--- src/rtl/sensor_link_host.sv ---
// sensor_link_host: host end of the temperature-sensor UART link.
// Sends one command byte, then collects and reassembles a 3-byte average.
module sensor_link_host #(
    parameter int CLK_FREQ = 10000,
    parameter int BAUD     = 1000,
    parameter int TIMEOUT  = 400
) (
    input  logic        clk1,
    input  logic        rst_n,
    input  logic        start,
    input  logic [7:0]  cmd,
    input  logic        rx,
    output logic        tx,
    output logic        busy,
    output logic [23:0] result,
    output logic        result_valid,
    output logic        timeout_err,
    output logic        framing_err
);

    localparam int DIV = CLK_FREQ / BAUD;
    localparam int CW  = $clog2(DIV + 1);
    localparam int TW  = $clog2(TIMEOUT + 1);

    localparam logic [CW-1:0] BIT_LAST = CW'(DIV - 1);
    localparam logic [CW-1:0] MID_LAST = CW'(DIV / 2 - 1);
    localparam logic [TW-1:0] TMO_LAST = TW'(TIMEOUT - 1);

    typedef enum logic [3:0] {
        IDLE,
        TX_START,
        TX_DATA,
        TX_STOP,
        RX_WAIT,
        RX_START,
        RX_DATA,
        RX_STOP,
        DONE
    } state_e;

    state_e        state_q, state_d;
    logic [CW-1:0] baud_q, baud_d;
    logic [2:0]    bit_q, bit_d;
    logic [1:0]    idx_q, idx_d;
    logic [TW-1:0] tmo_q, tmo_d;
    logic [7:0]    cmd_q, cmd_d;
    logic [7:0]    shift_q, shift_d;
    logic [15:0]   shadow_q, shadow_d;
    logic [23:0]   result_q, result_d;
    logic          tmo_err_q, tmo_err_d;
    logic          frm_err_q, frm_err_d;
    logic          rx_s1_q, rx_s2_q;
    logic          rx_s;
    logic          bit_end;

    assign rx_s    = rx_s2_q;
    assign bit_end = (baud_q == BIT_LAST);

    // Two-flop synchroniser for the asynchronous serial input; idles high.
    always_ff @(posedge clk1) begin
        if (!rst_n) begin
            rx_s1_q <= 1'b1;
            rx_s2_q <= 1'b1;
        end else begin
            rx_s1_q <= rx;
            rx_s2_q <= rx_s1_q;
        end
    end

    // FSM state register.
    always_ff @(posedge clk1) begin
        if (!rst_n) begin
            state_q <= IDLE;
        end else begin
            state_q <= state_d;
        end
    end

    // Counters, shift/shadow registers, result and error pulse flops.
    always_ff @(posedge clk1) begin
        if (!rst_n) begin
            baud_q    <= '0;
            bit_q     <= '0;
            idx_q     <= '0;
            tmo_q     <= '0;
            cmd_q     <= '0;
            shift_q   <= '0;
            shadow_q  <= '0;
            result_q  <= '0;
            tmo_err_q <= 1'b0;
            frm_err_q <= 1'b0;
        end else begin
            baud_q    <= baud_d;
            bit_q     <= bit_d;
            idx_q     <= idx_d;
            tmo_q     <= tmo_d;
            cmd_q     <= cmd_d;
            shift_q   <= shift_d;
            shadow_q  <= shadow_d;
            result_q  <= result_d;
            tmo_err_q <= tmo_err_d;
            frm_err_q <= frm_err_d;
        end
    end

    // Next-state and datapath update; result loads whole on the third good byte.
    always_comb begin
        state_d   = state_q;
        baud_d    = baud_q;
        bit_d     = bit_q;
        idx_d     = idx_q;
        tmo_d     = tmo_q;
        cmd_d     = cmd_q;
        shift_d   = shift_q;
        shadow_d  = shadow_q;
        result_d  = result_q;
        tmo_err_d = 1'b0;
        frm_err_d = 1'b0;
        unique case (state_q)
            IDLE: begin
                if (start) begin
                    state_d = TX_START;
                    cmd_d   = cmd;
                    baud_d  = '0;
                end
            end
            TX_START: begin
                if (bit_end) begin
                    state_d = TX_DATA;
                    baud_d  = '0;
                    bit_d   = '0;
                end else begin
                    baud_d = baud_q + 1'b1;
                end
            end
            TX_DATA: begin
                if (bit_end) begin
                    baud_d = '0;
                    bit_d  = bit_q + 3'd1;
                    if (bit_q == 3'd7) begin
                        state_d = TX_STOP;
                    end
                end else begin
                    baud_d = baud_q + 1'b1;
                end
            end
            TX_STOP: begin
                if (bit_end) begin
                    state_d = RX_WAIT;
                    baud_d  = '0;
                    idx_d   = '0;
                    tmo_d   = '0;
                end else begin
                    baud_d = baud_q + 1'b1;
                end
            end
            RX_WAIT: begin
                if (!rx_s) begin
                    state_d = RX_START;
                    baud_d  = '0;
                end else if (tmo_q == TMO_LAST) begin
                    state_d   = IDLE;
                    tmo_err_d = 1'b1;
                end else begin
                    tmo_d = tmo_q + 1'b1;
                end
            end
            RX_START: begin
                if (baud_q == MID_LAST) begin
                    baud_d = '0;
                    if (rx_s) begin
                        state_d = RX_WAIT;
                    end else begin
                        state_d = RX_DATA;
                        bit_d   = '0;
                    end
                end else begin
                    baud_d = baud_q + 1'b1;
                end
            end
            RX_DATA: begin
                if (bit_end) begin
                    baud_d  = '0;
                    shift_d = {rx_s, shift_q[7:1]};
                    bit_d   = bit_q + 3'd1;
                    if (bit_q == 3'd7) begin
                        state_d = RX_STOP;
                    end
                end else begin
                    baud_d = baud_q + 1'b1;
                end
            end
            RX_STOP: begin
                if (bit_end) begin
                    baud_d = '0;
                    if (!rx_s) begin
                        state_d   = IDLE;
                        frm_err_d = 1'b1;
                    end else begin
                        idx_d = idx_q + 2'd1;
                        tmo_d = '0;
                        if (idx_q == 2'd2) begin
                            state_d  = DONE;
                            result_d = {shift_q, shadow_q};
                        end else begin
                            state_d = RX_WAIT;
                            if (idx_q[0]) begin
                                shadow_d[15:8] = shift_q;
                            end else begin
                                shadow_d[7:0] = shift_q;
                            end
                        end
                    end
                end else begin
                    baud_d = baud_q + 1'b1;
                end
            end
            DONE: begin
                state_d = IDLE;
            end
            default: begin
                state_d = IDLE;
            end
        endcase
    end

    // Output decode from the current state.
    always_comb begin
        tx           = 1'b1;
        busy         = 1'b1;
        result_valid = 1'b0;
        unique case (state_q)
            IDLE: begin
                busy = 1'b0;
            end
            TX_START: begin
                tx = 1'b0;
            end
            TX_DATA: begin
                tx = cmd_q[bit_q];
            end
            DONE: begin
                busy         = 1'b0;
                result_valid = 1'b1;
            end
            default: begin
            end
        endcase
    end

    assign result      = result_q;
    assign timeout_err = tmo_err_q;
    assign framing_err = frm_err_q;

endmodule

--- config.mk ---
export PLATFORM = sky130hd
export DESIGN_NAME = sensor_link_host
export DESIGN_NICKNAME = d
export VERILOG_FILES = /design/src/rtl/sensor_link_host.sv
export SDC_FILE = /design/constraint.sdc
export NUM_CORES = 1
export LEC_CHECK = 0
export CAP_MARGIN = 20
export CORE_MARGIN = 2
export CORE_UTILIZATION = 40
export DETAILED_ROUTE_END_ITERATION = 6
export PLACE_DENSITY = 0.66
export SYNTH_ARGS = -nofsm -noshare
export SYNTH_HDL_FRONTEND = slang
export SYNTH_SLANG_ARGS = --single-unit
--- constraint.sdc ---
create_clock -name clk1 -period 2.3 [get_ports clk1]
set_input_delay 0.345 -clock clk1 [delete_from_list [all_inputs] [get_ports clk1]]
set_output_delay 0.345 -clock clk1 [all_outputs]
set_load 0.1 [all_outputs]
Word-level counts from Yosys, hierarchy flattened:

Index checks and enable logic that the tools add are counted.

* register bits after elaboration: 82
* input bits: 12

* $add $sub $neg: 4
* magnitude comparators: 1
* eq/ne operators: 29
* muxes and demuxes: 42
* bitwise logic cells: 2
* reductions and logical operators: 20

Operator list (number)
* 4-bit 2-to-1 mux: 17
* 9-bit 2-to-1 mux: 5
* 4-bit one-hot mux with 8 select lines: 1
* 2-bit inequality test, second input constant: 14
* 9-bit one-hot mux with 3 select lines: 1
* 4-bit by 3-bit equality test with 1-bit output, second input constant: 5
* 4-bit one-hot mux with 4 select lines: 1
* 5-bit AND reduction: 3
* 3-bit 2-to-1 mux: 4
* 10-bit AND reduction: 1
* 9-bit by 1-bit adder with 9-bit output, second input constant: 1
* 9-bit equality test, second input constant: 1
* 3-bit one-hot mux with 3 select lines: 1
* 3-bit AND reduction: 3
* 4-bit by 2-bit equality test with 1-bit output, second input constant: 2
* 4-bit equality test, second input constant: 2
* 2-bit 2-to-1 mux: 4
* 4-bit AND reduction: 2
* 6-bit AND reduction: 1
* 3-bit nonzero test: 2
* 1-bit 2-to-1 mux: 5
* 5-bit OR reduction: 1
* 4-bit by 1-bit adder with 4-bit output, second input constant: 1
* 4-bit by 1-bit equality test with 1-bit output, second input constant: 1
* 16 further kinds: 19

Depth between registers and ports, before layout:

* word-level depth: 5
* depth in mapped cells: 9
* mapped depth without buffers: 7

Worst setup path before layout:

Ideal clock, no wire load.

* kind: register to output
* from: register bit_q[0]
* to: output tx
* data arrival time: 1.811 ns
* data required time: 1.955 ns
* slack: 0.144 ns
* cell stages (with the launch flop): 5
* path buffers: 0
* cell sequence: dfxtp_1 -> mux4_2 -> mux2i_1 -> a21oi_1 -> or3_1

* word-level cells in the longest chain between the ends: 3

RTL lines
* from (decl): line 43 `logic [2:0] bit_q, bit_d;`
* from (signal assigned): line 94 `bit_q <= bit_d;`
* 1-bit binary-select mux with 3-bit select: line 240 `tx = cmd_q[bit_q];`
* 1-bit 2-to-1 mux (implied by the code): line 240
* 1-bit one-hot mux with 2 select lines: line 232 `unique case (state_q)`
* to (decl): line 13 `output logic tx,`

No other way between the ends. The select of a mux whose other input is x is not followed.

Worst setup path in the final report:

Same ends and word-level chain as after synthesis.

==> impl_metrics.env <==
export IMPL_fin_worst_skew_ns=0.00779
export IMPL_rsz0062_at_grt="yes"
export IMPL_use_met1=0.209
export IMPL_slew_viol_final=0
export IMPL_timing_final_ws_setup_ns=-0.0246
export IMPL_switching_share=0.332
export IMPL_use_met3=0.0308
export IMPL_avgViaCountPerCell=5.10
export IMPL_fp_dieH_um=98.1
export IMPL_route_detailed_drc=0
export IMPL_comb_power_share=0.259
export IMPL_synth_seq_cells=82
export IMPL_hold_class="register to register"
export IMPL_violations="setup timing"
export IMPL_synth_ff_type="dfxtp_1"
export IMPL_antennaDiodeCount=0
export IMPL_grt_ovfl_total=0
export IMPL_fin_crit_ns=2.32
export IMPL_syn_avg_cell_area_um2=8.68
export IMPL_io_buffers=40
export IMPL_grt_use_total=0.155
export IMPL_busiest_layer="met2"
export IMPL_routabilityCongestion=0.806
export IMPL_finalCritPeriodShare=1.01
export IMPL_firstDrtPassIters=4
export IMPL_htreeDepth=3
export IMPL_drv_cap=0
export IMPL_max_slew_margin_rel=0.643
export IMPL_required_ns=1.96
export IMPL_finalPower_uw=3370
export IMPL_cts_tree="built"
export IMPL_antenna_found_initial=0
export IMPL_dpl_cell_area_mm2=0.00404
export IMPL_cp_arrival_ns=1.98
export IMPL_synthTopCellsByArea="dfxtp_1 (46%), mux2i_1 (8.5%), nand2_1 (7.2%), a21oi_1 (6.6%), nor2_1 (4.9%)"
export IMPL_drt_initial_drc_count=76
export IMPL_startpoint_type="register"
export IMPL_syn_num_nets=429
export IMPL_p_per_area_mw_per_mm2=794
export IMPL_design_die_area_mm2=0.00963
export IMPL_ys_types=42
export IMPL_synth_cells=408
export IMPL_clock_latency_ns=0.36
export IMPL_initial_core_util=0.410
export IMPL_nets=470
export IMPL_worst_pin_slew_ns=0.534
export IMPL_fp_coreArea_mm2=0.00864
export IMPL_grt_pass1_wl_mm=12.3
export IMPL_async_reset_ff_frac=0
export IMPL_sequentialPowerShare=0.451
export IMPL_final_cell_area_mm2=0.00424
export IMPL_num_rows=34
export IMPL_leakage_uw=0.00166
export IMPL_yosys_warnings=0
export IMPL_cts_buffers=9
export IMPL_clkPwrFrac=0.290
export IMPL_cts_root_buffer="clkbuf_8"
export IMPL_vias=2867
export IMPL_io_pins=41
export IMPL_ant_nets=0
export IMPL_cp_max_fo=3
export IMPL_grtUsageMet2=0.238
export IMPL_peakVddDrop_uv=752
export IMPL_clock_sinks=82
export IMPL_finalSetupViolCount=1
export IMPL_finalHoldViolCount=0
export IMPL_die_w_um=98.1
export IMPL_cts_hold_buf=0
export IMPL_syn_to_final_growth_pct=19.7
export IMPL_drive_above_1_share=0.154
export IMPL_wl_per_cell_um=12.7
export IMPL_p_sw_uw=1120
export IMPL_wirelength_mm=7.12
export IMPL_criticalPathCategory="register to output pin"
export IMPL_status="complete, but fails checks"
export IMPL_hpwl_mm=4.84
export IMPL_grt_max_degree=53
export IMPL_yosysSeqAreaShare=0.463
export IMPL_grt_pass1_vias=2698
export IMPL_clockBufferDepth=2
export IMPL_synth_top_area_cell="dfxtp_1"
export IMPL_synth_edf_count=0
export IMPL_fill_cells=881
export IMPL_critPathCaptureType="output pin"
export IMPL_synth_top_area_share=0.463
export IMPL_netlist_area_mm2=0.00354
export IMPL_clk_pin_slew_ns=0.09
export IMPL_max_freq_mhz=430
export IMPL_p_int_uw=2250
==> flip-flops by register name, summed over array words and instances, names as in the netlist <==
| register | flops |
|---|---|
| result | 24 |
| shadow_q | 16 |
| tmo_q | 9 |
| cmd_q | 8 |
| shift_q | 8 |
| baud_q | 4 |
| state_q | 4 |
| bit_q | 3 |
| idx_q | 2 |
| framing_err | 1 |
| rx_s | 1 |
| rx_s1_q | 1 |
| timeout_err | 1 |
==> cell usage after synthesis (2+ instances only) <==
master    number
dfxtp_1       82
nand2_1       68
a21oi_1       47
nor2_1        46
mux2i_1       30
clkbuf_1      19
nand3_1       15
nand2b_1      10
ha_1           9
inv_1          9
nand4_1        7
xor2_1         7
o21ai_0        6
and3_1         5
nor3_1         5
or3_1          5
nand3b_1       4
nor2b_1        4
buf_2          3
and2_1         2
and4_1         2
mux4_2         2
nand4b_1       2
==> path summary, 6_finish.rpt <==
| check | start | to | slack (ns) | depth (start not counted) |
|---|---|---|---|---|
| setup / recovery | bit_q[0]$_SDFFE_PN0P_ | tx | -0.02 | 5 |
| setup reg to reg | state_q[0]$_SDFFE_PN0P_ | state_q[3]$_SDFFE_PN0P_ | 0.27 | 5 |
| hold reg to reg | rx_s1_q$_SDFF_PN1_ | rx_s$_SDFF_PN1_ | 0.43 | 1 |
| hold / removal | rx_s1_q$_SDFF_PN1_ | rx_s$_SDFF_PN1_ | 0.43 | 1 |
==> logic make-up (layout without fill, tap and decap cells) <==
kind of cell               Yosys count  in the layout  share of synthesized area
adders and majority gates            9              9                     0.0318
DFF                                 82             82                      0.463
muxes                               32             32                     0.0975
xor gates and xnor gates             7              7                     0.0173
and+or+nand+nor                    183            183                      0.252
buffers and inverters               33             79                     0.0360
AOI/OAI and AO/OA                   62             62                      0.102
==> area by class of cell <==
cell class,count,area [um^2],area share
repair buffers,53,463,0.109
multi-input cells,293,1780,0.419
clock inverters,7,58.8,0.0139
well taps,108,135,0.0318
clock buffers,9,124,0.0292
flip-flops and latches,82,1650,0.388
inverters,10,37.5,0.00885
==> per-stage QoR <==
stage / std cells / utilization / worst slack, ns / TNS, ns / hold WS, ns
CTS: 562 / 0.491 / -0.0401 / -0.0401 / 0.434
global route: 562 / 0.491 / -0.142 / -0.142 / 0.443
detailed placement: 545 / 0.468 / 0.217 / 0 / 0.406
finish: 562 / 0.491 / -0.0246 / -0.0246 / 0.425
floorplan: 408 / - / 0.144 / 0 / 0.386
global placement: 545 / 0.468 / 0.252 / 0 / 0.399
==> placed cells by master, fill, tap and decap left out, drive strengths merged, types with 2 or more instances in the layout <==
master / count
nor3: 5
clkinv: 3
nand3: 16
nor4b: 2
nor2: 46
ha: 9
o21ai: 6
and4: 2
and3: 5
nand2b: 10
nand2: 68
or3: 5
buf: 42
mux2i: 30
a21oi: 47
nand4b: 2
nand3b: 4
dfxtp: 82
nand4: 7
clkdlybuf4s50: 11
and2: 2
mux4: 2
clkbuf: 9
nor2b: 4
xor2: 7
inv: 13
==> routing by layer <==
layer / share of wire / wire (um)
met4: 0.018 / 131
met2: 0.46 / 3260
met1: 0.49 / 3490
met5: 0 / 0
met3: 0.034 / 244
==> repair_timing <==
item / 4_1_cts / 5_1_grt
resized for setup: 3 / 0
buffers inserted: 1 / 0
setup endpoints to repair: 1 / 1
pin swaps: 0 / 1
==> power groups by stage <==
| stage | registers (uW) | logic, uW | clock network (uW) |
|---|---|---|---|
| final | 1520 | 873 | 976 |
| after global routing | 1530 | 942 | 1070 |
| after CTS | 1520 | 878 | 1010 |
| after detailed placement | 1550 | 860 | 0 |
| after global placement | 1550 | 848 | 0 |
| after floorplan | 1530 | 650 | 0 |
==> worst max-delay path, cell delays in order, from the launching register on <==
cell	delay (ns)
dfxtp_4	0.37
mux4_2	0.48
mux2i_1	0.14
a21oi_1	0.09
or3_4	0.36
buf_12	0.18
Note: power is estimated with default switching activity, not from simulation.
